`config.mk`:
```
export PLATFORM = sky130hd
export DESIGN_NAME = tt_sweep_settle_timer
export DESIGN_NICKNAME = d
export VERILOG_FILES = /design/src/rtl/dgd_sweep_pkg.sv /design/src/rtl/tt_sweep_settle_timer.sv
export SDC_FILE = /design/constraint.sdc
export NUM_CORES = 1
export LEC_CHECK = 0
export CAP_MARGIN = 10
export CORE_AREA = 5 5 42 44
export CTS_BUF_LIST = sky130_fd_sc_hd__clkbuf_16
export DETAILED_ROUTE_END_ITERATION = 12
export DIE_AREA = 0 0 47 49
export RECOVER_POWER = 50
export SLEW_MARGIN = 20
export SYNTH_ARGS = -nofsm -noshare
export SYNTH_HDL_FRONTEND = slang
export SYNTH_SLANG_ARGS = --single-unit
```
`constraint.sdc`:
```
create_clock -name clk -period 4.4 [get_ports clk]
set_clock_uncertainty 0.2 [all_clocks]
set_input_delay 0.44 -clock clk [delete_from_list [all_inputs] [get_ports clk]]
set_output_delay 0.44 -clock clk [all_outputs]
set_load 0.005 [all_outputs]
```
`src/rtl/dgd_sweep_pkg.sv`:
```
`default_nettype none
// ============================================================================
// Module      : dgd_sweep_pkg
// Description : Shared types and constants for the truth-table sweep checker.
// Revision    : 1.0 - initial release
// ============================================================================
package dgd_sweep_pkg;

   typedef enum logic [1:0] {
      ST_IDLE = 2'd0,
      ST_RUN  = 2'd1,
      ST_DONE = 2'd2
   } sweep_state_e;

   localparam int SETTLE_W = 8;

   function automatic int tt_width(input int n_in);
      return 1 << n_in;
   endfunction

endpackage
`default_nettype wire

```
`src/rtl/tt_sweep_settle_timer.sv`:
```
`default_nettype none
// ============================================================================
// Module      : tt_sweep_settle_timer
// Description : Down-counter that strobes once every SETTLE_CYCLES while running.
// Revision    : 1.0 - initial release
// ============================================================================
module tt_sweep_settle_timer
   import dgd_sweep_pkg::*;
#(
   parameter int SETTLE_CYCLES = 1
) (
   input  logic clk,
   input  logic rst_n,
   input  logic load,
   input  logic run,
   output logic sample
);
   localparam logic [SETTLE_W-1:0] RELOAD = SETTLE_W'(SETTLE_CYCLES - 1);

   logic [SETTLE_W-1:0] count;

   always_ff @(posedge clk or negedge rst_n) begin
      if (!rst_n) begin
         count <= '0;
      end else if (load) begin
         count <= RELOAD;
      end else if (run) begin
         count <= (count == '0) ? RELOAD : count - 1'b1;
      end
   end

   assign sample = run && (count == '0);

endmodule
`default_nettype wire

```
; Yosys cells after proc, flatten, opt, wreduce, memory -nomap -nowiden
; Cells that the tools add are included.
[word_totals]
regBits = 8
input_bits = 4
out_inout_bits = 1
elab_cells = 8
[op_classes]
add_sub_neg = 1
n_mux = 3
n_reduce_logical = 3
[op_table]
columns = op, count
row1 = $mux W8, 3
row2 = $logic_not A8 Y1, 1
row3 = $sub A8 B1 Y8 const B, 1
row4 = $reduce_bool A2 Y1, 1
row5 = $logic_and A1 B1 Y1, 1

; Longest topological paths before layout
[depth]
depth_word = 4
depth_mapped = 5
ltp_nobuf = 5

; Worst setup path before layout
; OpenSTA, ideal clock, no wires.
[synth_path]
path_type = reg2out
start = reg count[0]
end = out sample
t_arrival_ps = 1303
required_ps = 3760
slack_ps = 2457
path_stages_with_launch = 5
path_buffers = 0
path_cell_list = dfrtp_1 -> inv_1 -> ha_1 -> or3b_2 -> nor3_1
[synth_via]
elab_chain_len = 2
[synth_rtl]
columns = item, line_no
row1 = "start, declared", tt_sweep_settle_timer.sv:20  ; logic [SETTLE_W-1:0] count;
row2 = "start signal, assigned", tt_sweep_settle_timer.sv:28  ; count <= (count == '0) ? RELOAD : count - 1'b1;
row3 = $logic_not A8 Y1, tt_sweep_settle_timer.sv:32  ; assign sample = run && (count == '0);
row4 = $logic_and A1 B1 Y1, tt_sweep_settle_timer.sv:32
row5 = "end, declared", tt_sweep_settle_timer.sv:16  ; output logic sample
; No other way between the ends.

; Final worst setup path
; Ends and elaborated chain as after synthesis.

==> metrics.cfg <==
[drt]
ant_nets = 0
drtPass1Iterations = 4
wl_per_cell_um = 12.19
vias = 405
vias_per_cell = 5.473
remaining_drc_errors = 0
routed_wl_um = 902
first_iter_violations = 12

[critical_path]
crit_path_max_fanout = 5
startpoint = count[0]
cp.arrival_ps = 2100
cp.required_ps = 3760
rr_worst_depth = 5
end_kind = primary output
r2r_start = count[0]
critical_path_class = register to primary output
startpoint_type = register

[layout]
drive_gt1_frac = 0.1379
most-common-layout-cells = dfrtp_1, a21oi_1, inv_1, o31ai_1
final_nets = 66
syn_to_final_growth_pct = 26.03
final_cells = 74
fin_area_um2 = 611.8
largest_reg_flops = 8
top_register = count
final_common_cell = dfrtp_1
biggestRegsByFlops = count x8
diodes = 0

[timing]
max_slew_margin = 0.6230
hold_viol = 0
setup_viol = 0
tns_ps = 0
max_freq_mhz = 365.4
fin_crit_sh = 0.6220
fin_ws_ps = 1663
fin_crit_ps = 2737
rsz0062_at_grt = false
holdWs_ps = 333.7
worst_slew_pin_slew_ps = 560.7
maxSlewViolCount = 0

[die]
die_w_um = 47
core-area_um2 = 1401
ios = 5
start_util = 0.3464
chipHeight_um = 49
die-area_um2 = 2303
rows = 14

[logic_synthesis]
synth.net_count = 59
synth_edf_count = 0
yosys_warnings = 0
synthTopCellsByArea = dfrtp_1, o31ai_1, a21oi_1
synth_flop_cell = dfrtp_1
ys_seq_elements = 8
synthesis.area_um2 = 485.5
synthDistinctLibCells = 24
syn_area_per_cell_um2 = 9.160
synth-seq-area-share = 0.4124
syn_inst = 53
synth_top_area_share = 0.4124
yosysTopAreaCell = dfrtp_1
async_flop_share = 1.000

[place]
placed_area_um2 = 536.8
place_ws_ps = 1922
dp.cells = 71
hpwlAfterDp_um = 707.5
io_buffers = 4
gp_congestion = 0.7019

[clock_network]
cts_resized = 0
clk_pin_slew_ps = 40
hold_buffers = 0
clk_root_buffer_cell = clkbuf_16
numCtsBuffers = 3
cts.path.max_buffers = 2
cts_sinks = 8
clk_latency_ps = 230
cts_tree = done
cts_max_level = 1
cts_setup_buffers = 0

[global_routing]
grt_pass1_vias = 387
grt_pass1_wl_um = 1587
grt_max_degree = 9
grt_usage = 0.09709
gr-total-overflow = 0
antenna_found_initial = 0

[power]
peakVddDrop_uv = 380.3
power_density_nw_per_um2 = 793.2
p_leak_nw = 0.2633

[flow_run]
maxCapViolations = 0

[hold_path]
min_path_type = register to register
worstHoldStart = count[1]
hold_path_depth = 2

[run_status]
outcome = finished, final reports clean

-- power by group --
group	switching [W]	leakage (nW)	total (W)	internal, W
Clock	0.0000338	0.0370	0.000151	0.000117
Combinational	0.000103	0.120	0.000198	0.0000949
Sequential	0.0000316	0.107	0.000137	0.000105
Total	0.000168	0.263	0.000485	0.000317
-- cells by family after synthesis --
| family | Yosys count | share of synthesized area |
|---|---|---|
| AND/OR/NAND/NOR | 17 | 0.2191 |
| XOR/XNOR | 1 | 0.01804 |
| flip-flops | 8 | 0.4124 |
| buffers and inverters | 7 | 0.05669 |
| AO/OA/AOI/OAI | 18 | 0.2423 |
| adder cells (fa/ha/maj) | 2 | 0.05154 |
-- stage by stage --
stage | util | power (W)
5_1_grt | 0.4366 | 0.0005248
4_1_cts | 0.4366 | 0.0004913
3_3_place_gp | 0.3830 | 0.0003343
3_5_place_dp | 0.3830 | 0.0003363
6_report | 0.4366 | 0.0004853
2_1_floorplan | - | 0.0002938
-- final timing paths --
path | endpoint | slack (ps)
setup / recovery | sample | 1660
hold / removal | count[1] | 330
setup reg to reg | count[2] | 2270
hold reg to reg | count[1] | 330
max in group asynchronous | count[5] | 3360
min in group asynchronous | count[7] | 370
-- per-layer routing --
layer  vias up  wire, um  track usage
li1        214         -            -
met1       181       448       0.1211
met2         6       404       0.1335
met3         4        21      0.02214
met4         0        27      0.08295
met5         -         0            0
-- synth_stat cells (all sizes together), types with 2 or more instances --
library cell and instances:
inv 5, o21ai 3, nand2 3, dfrtp 8
ha 2, or3b 2, a21oi 6, nor2 2
or4 4, clkbuf 2, o31ai 5
-- layout make-up --
type / instances / area, um^2
multi-input combinational: 38 / 257.7
timing repair buffer: 4 / 40.04
tap: 16 / 20.02
sequential: 8 / 200.2
clock buffer: 3 / 75.07
inverter: 5 / 18.77
fill: 143 / 789.5
-- critical path, stage by stage, from the launching register on --
cell             delay [ps]
dfrtp_1                 370
inv_1                   100
ha_1                    170
or3b_2                  500
nor3_1                  190
clkdlybuf4s50_1         530
Note: power is estimated with default switching activity, not from simulation.
